$ cat config.mk
export PLATFORM = sky130hd
export DESIGN_NAME = iir_lp_cascade
export DESIGN_NICKNAME = d
export VERILOG_FILES = /design/src/rtl/iir_lp_cascade.sv
export SDC_FILE = /design/constraint.sdc
export NUM_CORES = 2
export LEC_CHECK = 0
export ABC_AREA = 1
export CORE_ASPECT_RATIO = 0.6
export CORE_MARGIN = 2
export CORE_UTILIZATION = 60
export DETAILED_ROUTE_END_ITERATION = 10
export GPL_TIMING_DRIVEN = 0
export HOLD_SLACK_MARGIN = 0.12
export PLACE_DENSITY = 0.77
export SLEW_MARGIN = 20
export SYNTH_ARGS = -nofsm -noshare
export SYNTH_HDL_FRONTEND = slang
export SYNTH_SLANG_ARGS = --single-unit
$ cat constraint.sdc
create_clock -name clk -period 22.5 [get_ports clk]
set_input_delay 2.25 -clock clk [delete_from_list [all_inputs] [get_ports clk]]
set_output_delay 2.25 -clock clk [all_outputs]
set_load 0.1 [all_outputs]
$ cat src/rtl/iir_lp_cascade.sv
// Time-multiplexed cascade of N_SECT direct-form-I biquad sections sharing one multiplier-accumulator.
// Define IIR_LP_SAT_EN to clamp section outputs (and raise sticky sat_flag); otherwise outputs wrap.
module iir_lp_cascade #(
    parameter int DATA_W = 16,
    parameter int COEF_W = 18,
    parameter int N_SECT = 3
) (
    input  logic                        clk,
    input  logic                        rst,
    input  logic                        in_valid,
    output logic                        in_ready,
    input  logic [DATA_W-1:0]           in_data,
    output logic                        out_valid,
    input  logic                        out_ready,
    output logic [DATA_W-1:0]           out_data,
    input  logic                        coef_we,
    input  logic [$clog2(5*N_SECT)-1:0] coef_addr,
    input  logic [COEF_W-1:0]           coef_wdata,
    input  logic                        clear_hist,
    output logic                        sat_flag
);
    localparam int N_COEF  = 5 * N_SECT;
    localparam int ADDR_W  = $clog2(N_COEF);
    localparam int ADDR_W1 = ADDR_W + 1;
    localparam int SEC_W   = (N_SECT > 1) ? $clog2(N_SECT) : 1;
    localparam int PROD_W  = DATA_W + COEF_W;
    localparam int ACC_W   = PROD_W + 3;

    localparam logic [SEC_W-1:0]        LAST_SEC = SEC_W'(N_SECT - 1);
    localparam logic [ADDR_W:0]         N_COEF_V = ADDR_W1'(N_COEF);
    localparam logic [COEF_W-1:0]       B0_ONE   = {{(COEF_W-1){1'b0}}, 1'b1} << (COEF_W - 2);
    localparam logic signed [ACC_W-1:0] RND_HALF = {{(ACC_W-1){1'b0}}, 1'b1} << (COEF_W - 3);
    localparam logic signed [ACC_W-1:0] Y_MAX    = {{(ACC_W-DATA_W+1){1'b0}}, {(DATA_W-1){1'b1}}};
    localparam logic signed [ACC_W-1:0] Y_MIN    = ~Y_MAX;

    typedef enum logic [1:0] {IDLE = 2'd0, MAC = 2'd1, UPD = 2'd2, OUT = 2'd3} state_t;

    state_t                    state_q, state_d;
    logic [SEC_W-1:0]          sec_q, sec_d;
    logic [2:0]                tap_q, tap_d;
    logic signed [ACC_W-1:0]   acc_q, acc_d;
    logic [DATA_W-1:0]         cur_x_q, cur_x_d;
    logic [DATA_W-1:0]         out_data_q, out_data_d;
    logic                      sat_q, sat_d;
    logic [COEF_W-1:0]         coef_q [N_COEF];
    logic [COEF_W-1:0]         coef_d [N_COEF];
    logic [DATA_W-1:0]         x1_q [N_SECT], x2_q [N_SECT], y1_q [N_SECT], y2_q [N_SECT];
    logic [DATA_W-1:0]         x1_d [N_SECT], x2_d [N_SECT], y1_d [N_SECT], y2_d [N_SECT];

    logic [ADDR_W-1:0]         coef_idx_s;
    logic [COEF_W-1:0]         coef_sel_s;
    logic [DATA_W-1:0]         opnd_s;
    logic signed [PROD_W-1:0]  prod_s;
    logic signed [ACC_W-1:0]   prod_ext_s, rnd_s, shr_s;
    logic [DATA_W-1:0]         y_s;
    logic                      clamp_s;

    assign in_ready  = (state_q == IDLE);
    assign out_valid = (state_q == OUT);
    assign out_data  = out_data_q;
    assign sat_flag  = sat_q;

    // Shared multiplier operands and the round/narrow of the finished accumulator.
    always_comb begin
        coef_idx_s = ADDR_W'(sec_q) * ADDR_W'(3'd5) + ADDR_W'(tap_q);
        coef_sel_s = coef_q[coef_idx_s];
        opnd_s     = '0;
        case (tap_q)
            3'd0:    opnd_s = cur_x_q;
            3'd1:    opnd_s = x1_q[sec_q];
            3'd2:    opnd_s = x2_q[sec_q];
            3'd3:    opnd_s = y1_q[sec_q];
            3'd4:    opnd_s = y2_q[sec_q];
            default: opnd_s = '0;
        endcase
        prod_s     = $signed({{DATA_W{coef_sel_s[COEF_W-1]}}, coef_sel_s})
                   * $signed({{COEF_W{opnd_s[DATA_W-1]}}, opnd_s});
        prod_ext_s = $signed({{3{prod_s[PROD_W-1]}}, prod_s});
        rnd_s      = acc_q + RND_HALF;
        shr_s      = rnd_s >>> (COEF_W - 2);
        y_s        = DATA_W'(shr_s);
        clamp_s    = 1'b0;
`ifdef IIR_LP_SAT_EN
        if (shr_s > Y_MAX) begin
            y_s     = DATA_W'(Y_MAX);
            clamp_s = 1'b1;
        end else if (shr_s < Y_MIN) begin
            y_s     = DATA_W'(Y_MIN);
            clamp_s = 1'b1;
        end else begin
            y_s     = DATA_W'(shr_s);
            clamp_s = 1'b0;
        end
`endif
    end

    // Sequencer: accept, five MAC taps per section, history update, output hold.
    always_comb begin
        state_d    = state_q;
        sec_d      = sec_q;
        tap_d      = tap_q;
        acc_d      = acc_q;
        cur_x_d    = cur_x_q;
        out_data_d = out_data_q;
        sat_d      = sat_q;
        coef_d     = coef_q;
        x1_d       = x1_q;
        x2_d       = x2_q;
        y1_d       = y1_q;
        y2_d       = y2_q;
        case (state_q)
            IDLE: begin
                if (coef_we && ({1'b0, coef_addr} < N_COEF_V)) begin
                    coef_d[coef_addr] = coef_wdata;
                end else begin
                    coef_d = coef_q;
                end
                // Clearing happens in the same cycle as a possible accept, so that sample sees zero history.
                if (clear_hist) begin
                    for (int s = 0; s < N_SECT; s++) begin
                        x1_d[s] = '0;
                        x2_d[s] = '0;
                        y1_d[s] = '0;
                        y2_d[s] = '0;
                    end
                end else begin
                    x1_d = x1_q;
                end
                if (in_valid) begin
                    cur_x_d = in_data;
                    sec_d   = '0;
                    tap_d   = 3'd0;
                    acc_d   = '0;
                    state_d = MAC;
                end else begin
                    state_d = IDLE;
                end
            end
            MAC: begin
                if (tap_q >= 3'd3) begin
                    acc_d = acc_q - prod_ext_s;
                end else begin
                    acc_d = acc_q + prod_ext_s;
                end
                if (tap_q == 3'd4) begin
                    tap_d   = 3'd0;
                    state_d = UPD;
                end else begin
                    tap_d   = tap_q + 3'd1;
                    state_d = MAC;
                end
            end
            UPD: begin
                x2_d[sec_q] = x1_q[sec_q];
                x1_d[sec_q] = cur_x_q;
                y2_d[sec_q] = y1_q[sec_q];
                y1_d[sec_q] = y_s;
                cur_x_d     = y_s;
                acc_d       = '0;
                tap_d       = 3'd0;
                sat_d       = sat_q | clamp_s;
                if (sec_q == LAST_SEC) begin
                    out_data_d = y_s;
                    state_d    = OUT;
                end else begin
                    sec_d   = sec_q + SEC_W'(1'b1);
                    state_d = MAC;
                end
            end
            OUT: begin
                if (out_ready) begin
                    state_d = IDLE;
                end else begin
                    state_d = OUT;
                end
            end
            default: state_d = IDLE;
        endcase
    end

    // Register bank; reset restores pass-through coefficients and drops any in-flight sample.
    always_ff @(posedge clk or posedge rst) begin
        if (rst) begin
            state_q    <= IDLE;
            sec_q      <= '0;
            tap_q      <= 3'd0;
            acc_q      <= '0;
            cur_x_q    <= '0;
            out_data_q <= '0;
            sat_q      <= 1'b0;
            for (int i = 0; i < N_COEF; i++) begin
                coef_q[i] <= ((i % 5) == 0) ? B0_ONE : '0;
            end
            for (int s = 0; s < N_SECT; s++) begin
                x1_q[s] <= '0;
                x2_q[s] <= '0;
                y1_q[s] <= '0;
                y2_q[s] <= '0;
            end
        end else begin
            state_q    <= state_d;
            sec_q      <= sec_d;
            tap_q      <= tap_d;
            acc_q      <= acc_d;
            cur_x_q    <= cur_x_d;
            out_data_q <= out_data_d;
            sat_q      <= sat_d;
            coef_q     <= coef_d;
            x1_q       <= x1_d;
            x2_q       <= x2_d;
            y1_q       <= y1_d;
            y2_q       <= y2_d;
        end
    end
endmodule

After elaboration in Yosys (flattened, before gate mapping)
Cells that the tools add are included.
{ "classes": {"n_addsub": 6, "multipliers": 2, "magnitude_cmp": 7, "eq_ne": 11, "n_mux": 46, "bitwise_logic": 3, "reduce_logical": 13} }
{ "ops": {"columns": ["op", "n"], "rows": [
  ["case mux 48 bit (2 select lines)", 4],
  ["bitwise mux 270 bit", 1],
  ["bitwise mux 48 bit", 4],
  ["two-way mux 16 bit", 10],
  ["binary-select mux 16 bit (select 2 bit)", 4],
  ["case mux 37 bit (3 select lines)", 1],
  ["case mux 16 bit (5 select lines)", 1],
  ["two-way mux 37 bit", 2],
  ["binary-select mux 18 bit (select 4 bit)", 1],
  ["demux 18 bit (select 4 bit)", 1],
  ["two-way mux 18 bit", 3],
  ["two-way mux 48 bit", 1],
  ["adder 37 x 34 -> 37 bit", 1],
  ["subtractor 37 x 34 -> 37 bit", 1],
  ["multiplier 18 x 16 -> 34 bit", 1],
  ["adder 32 x 17 -> 32 bit (second input constant)", 1],
  ["demux 16 bit (select 2 bit)", 1],
  ["case mux 16 bit (2 select lines)", 1],
  ["greater-or-equal comparator 5 bit (second input constant)", 2],
  ["two-way mux 2 bit", 5],
  ["NOT 4 -> 5 bit", 2],
  ["AND reduction 2 bit", 5],
  ["case mux 3 bit (3 select lines)", 1],
  ["case mux 2 bit (4 select lines)", 1],
  ["26 further kinds", 33]
]} }
{ "word_totals": {"ff_bits": 538, "output_inout_bits": 19, "elab_cells": 121} }

Depth between registers and ports, before layout
{ "logic_depth": {"depth_word": 10, "depth_mapped": 59, "ltp_nobuf": 57} }

Worst setup path after synthesis
Ideal clock, no wire load.
{ "synth_path": {"kind": "reg-to-reg", "from": "reg sec_q[0]", "to": "reg acc_q[29]", "setup_time_ns": 0.129, "arrival_time_ns": 9.545, "required_time_ns": 22.371, "slack_ns": 12.826, "stages_incl_launch_ff": 46, "n_path_buf": 2, "period_less_slack_ns": 9.674, "path_cell_list": "dfrtp_1 -> ha_1 -> ha_1 -> inv_1 -> fa_1 -> clkinv_1 -> clkbuf_1 -> clkbuf_1 -> a221oi_1 -> nor2_1 -> o21ai_1 -> inv_1 -> nor2_1 -> fa_1 -> inv_1 -> fa_1 -> fa_1 -> inv_1 -> (+10 left out) -> xnor2_1 -> nand2_1 -> nor3_2 -> nand2_1 -> o31ai_1 -> xor2_1 -> ha_1 -> nand2_1 -> nor4_1 -> nand3_1 -> o211ai_1 -> nand3_1 -> nand2_1 -> nand2_1 -> o211ai_1 -> a21oi_1 -> o21ai_0 -> o21ai_0"} }
{ "synth_between": {"elab_chain_len": 10} }
{ "synth_rtl": {"columns": ["element", "line_no", "text"], "rows": [
  ["start, declared", "39", "logic [SEC_W-1:0] sec_q, sec_d;"],
  ["start signal, assigned", "185", "sec_q <= '0;"],
  ["start signal, assigned", "202", "sec_q <= sec_d;"],
  ["multiplier 2 x 3 -> 4 bit", "65", "coef_idx_s = ADDR_W'(sec_q) * ADDR_W'(3'd5) + ADDR_W'(tap_q);"],
  ["adder 4 x 3 -> 4 bit", "65", null],
  ["NOT 4 -> 5 bit (not written as such)", "66", "coef_sel_s = coef_q[coef_idx_s];"],
  ["binary-select mux 18 bit (select 4 bit)", "66", null],
  ["two-way mux 18 bit (not written as such) (2 in a row)", "66", null],
  ["multiplier 18 x 16 -> 34 bit (*)", "77", "* $signed({{COEF_W{opnd_s[DATA_W-1]}}, opnd_s});"],
  ["adder 37 x 34 -> 37 bit or subtractor 37 x 34 -> 37 bit (tied branches)", "143, 141", null],
  ["two-way mux 37 bit (*)", "140", "if (tap_q >= 3'd3) begin"],
  ["case mux 37 bit (3 select lines) (*)", "111", "case (state_q)"],
  ["end signal, assigned", "187", "acc_q <= '0;"],
  ["end signal, assigned", "204", "acc_q <= acc_d;"],
  ["end, declared", "41", "logic signed [ACC_W-1:0] acc_q, acc_d;"]
]} }
Mark *: on every way between the ends. The rest lies on a longest branch, timed or not. The select of a mux whose other input is x is not followed.
A chain may end at the register's enable or synchronous reset.

Worst setup path after layout
Same ends and word-level chain as after synthesis.

==> run_results.csv <==
group,metric,value,unit
outcome,outcome,"complete, no violations",
cts,clock_latency,0.63,ns
logic_synthesis,synth_edf_count,0,
cts,numCtsBuffers,49,
logic_synthesis,yosysTopAreaCellShare,35.8,%
critical_path,crit_path_max_fanout,10,
sta,finalCritPeriodShare,62.5,%
cts,root_buffer,"clkbuf_16",
logic_synthesis,syn-num-nets,5039,
floorplan,die_area,63800,sq um
logic_synthesis,postSynth.asyncResetShare,100,%
sta,hold_viol_final,0,
logic_synthesis,yosys-top-cells-area,"dfrtp_1, fa_1, nand2_1",
worst_hold_path,worstHoldPathType,"reg2reg",
cts,cts_setup_buffers,0,
placed_design,place.port_buffers,60,
floorplan,rows,70,
critical_path,critPathCapture,"acc_q[29]",
placed_design,place_congestion,1.00,
cts,cts_sinks,533,
floorplan,initial_core_util,60.7,%
critical_path,required,23.00,ns
sta,max_freq,0.0711,GHz
route,drt-total-wl,128,mm
cts,ctsHtreeMaxLevel,2,
floorplan,core-area,61000,sq um
sta,slew_viol_final,0,
cts,clkTransAtPathRegs,0.07,ns
cts,cts_resized,0,
logic_synthesis,synthDistinctLibCells,57,
critical_path,worstPathArrival,14.57,ns
cts,postCtsHoldBufs,0,
logic_synthesis,synth_seq_cells,533,
global_routing,track_usage,40.5,%
global_routing,grt_antenna_before_repair,5,
logic_synthesis,yosysWarnings,0,
route,vias_per_cell,6.15,
critical_path,crit_path_max_incr_delay,0.97,ns
route,drtIter0Drc,5682,
route,wire_per_inst,23.0,um
placed_design,placed_area,38800,sq um
route,num_vias,34300,
flow_run,maxCapViolCount,0,
cells_and_area,stdcell_area,40600,sq um
critical_path,crit_start,"sec_q[0]",
sta,grt_setup_unrepaired,"false",
cells_and_area,register_area,13300,sq um
logic_synthesis,ys_seq_area_share,36.0,%
cells_and_area,fin_nets,5156,
cts,cts_buffer_depth,3,
cells_and_area,nFillCells,5206,
route,ant_nets,0,
critical_path,crit_path_end_kind,"flop",
cells_and_area,multi_input_area,20000,sq um
route,drc,0,
placed_design,hpwl,98.2,mm
global_routing,first_global_vias,32600,
logic_synthesis,synth_area_per_cell,8.07,sq um
critical_path,regToRegSetupSlack,8.43,ns
sta,setup-violations-final,0,
logic_synthesis,yosysMostFrequentCell,"nand2_1",
critical_path,cp-start-kind,"flop",
sta,relSlewSlack,19.6,%
critical_path,critical-path-slowest-cell,"o21ai_0",
global_routing,grt-ovfl-total,0,
global_routing,grt_first_pass_wirelength,196,mm
logic_synthesis,ys_top_cells_by_count,"nand2_1, inv_1, dfrtp_1, o21ai_0, nor2_1",
sta,min_period,14.07,ns
logic_synthesis,synth_ff_type,"dfrtp_1",
critical_path,path_class,"reg2reg",
route,dr.pass1.iters,8,
global_routing,grt_max_degree,107,
sta,fin_skew,0.0304,ns
cts,cts_tree,"built",
floorplan,fp.dieW,325,um
logic_synthesis,yosys.area.top_type,"dfrtp_1",
critical_path,ff2ff_path_depth,46,
floorplan,ios,63,
sta,max_slew.worst_pin.slew,1.19,ns
logic_synthesis,netlist_instances,4588,
cells_and_area,synthToLayoutAreaGrowth,9.68,%
cells_and_area,drive_gt1_share,3.86,%
logic_synthesis,syn_area,37000,sq um
critical_path,r2r_start,"sec_q[0]",
critical_path,r2r-end,"acc_q[29]",
floorplan,die_h,196,um
sta,hold_slack,0.479,ns
==> sequential cells by signal (all words and copies together) (netlist names) <==
signal	flops
y2_q	48
tap_q	3
state_q	2
out_data	16
acc_q	32
x1_q	48
cur_x_q	16
x2_q	48
sec_q	2
y1_q	48
coef_q	270
==> final cells by class <==
type                    count  area share [%]
inverters                 722            6.70
plain buffers             227            2.39
diodes                      2          0.0123
clock buffers              67            3.41
multi-input cells        3106            49.3
flip-flops and latches    533            32.9
repair buffers             66            1.86
clock inverters            23           0.922
well taps                 828            2.55
==> layout by cell type (no fill, tap or decap), types with 7 or more instances in the layout <==
| master | n |
|---|---|
| nand2_1 | 1037 |
| inv_1 | 704 |
| dfrtp_1 | 530 |
| o21ai_0 | 512 |
| nor2_1 | 320 |
| fa_1 | 278 |
| a21oi_1 | 190 |
| nand3_1 | 176 |
| clkbuf_1 | 169 |
| o22ai_1 | 148 |
| ha_1 | 129 |
| clkdlybuf4s50_1 | 60 |
| a22oi_1 | 56 |
| xor2_1 | 54 |
| clkbuf_16 | 49 |
| buf_2 | 36 |
| nand4_1 | 22 |
| xnor2_1 | 21 |
| a31oi_1 | 17 |
| buf_1 | 16 |
| a221oi_1 | 15 |
| nor3_1 | 14 |
| clkinv_1 | 11 |
| o21ai_1 | 11 |
| buf_4 | 10 |
| o21ai_2 | 9 |
| clkbuf_8 | 9 |
| a32oi_1 | 8 |
| nand2_2 | 8 |
| bufinv_16 | 8 |
| o221ai_1 | 7 |
| nor4_1 | 7 |
| clkinv_2 | 7 |
==> per-layer routing <==
layer	GRT usage (%)	routed length, um	up-vias
met1	61.4	54200	16500
met5	0.900	126	-
met3	20.7	24100	305
met2	50.6	46500	2510
li1	-	-	14900
met4	9.10	3070	10
==> cells by family after synthesis <==
logic type / after synthesis / synth area share (%)
and+or+nand+nor: 1608 / 17.5
AOI/OAI and AO/OA: 1015 / 15.3
buffers and inverters: 949 / 9.96
DFF: 533 / 36.0
adders and majority gates: 407 / 19.4
xor gates and xnor gates: 75 / 1.77
other: 1 / 0.0101
==> how the worst min path moves through the flow <==
stage / from / to / cells past startpoint
global route: out_data[10] / out_data[10] / 2
CTS: out_data[1] / out_data[1] / 2
floorplan: coef_q[249] / coef_q[249] / 2
detailed placement: out_data[1] / out_data[1] / 2
finish: out_data[15] / out_data[15] / 2
global placement: coef_q[51] / coef_q[51] / 2
==> through the flow <==
step	worst slack, ns	cells	TNS (ns)	utilization [%]
after floorplan	5.36	4588	0	-
after global placement	-1.13	5476	-555.27	63.4
after detailed placement	9.15	5482	0	63.7
after CTS	9.13	5572	0	66.6
after global routing	7.94	5573	0	66.6
final	8.43	5574	0	66.6
==> worst max-delay path, delay by kind of cell, from the launching register on <==
family / cells / cell delay [ns]
AO/OA/AOI/OAI: 12 / 3.22
XOR/XNOR: 2 / 0.57
adder cells (fa/ha/maj): 11 / 4.71
buffers and inverters: 10 / 2.52
flip-flops: 1 / 0.86
AND/OR/NAND/NOR: 11 / 2.05
Power is left out: the tool's default activity adds up to more than one toggle a clock period on the data nets, which glitch-free logic cannot reach.
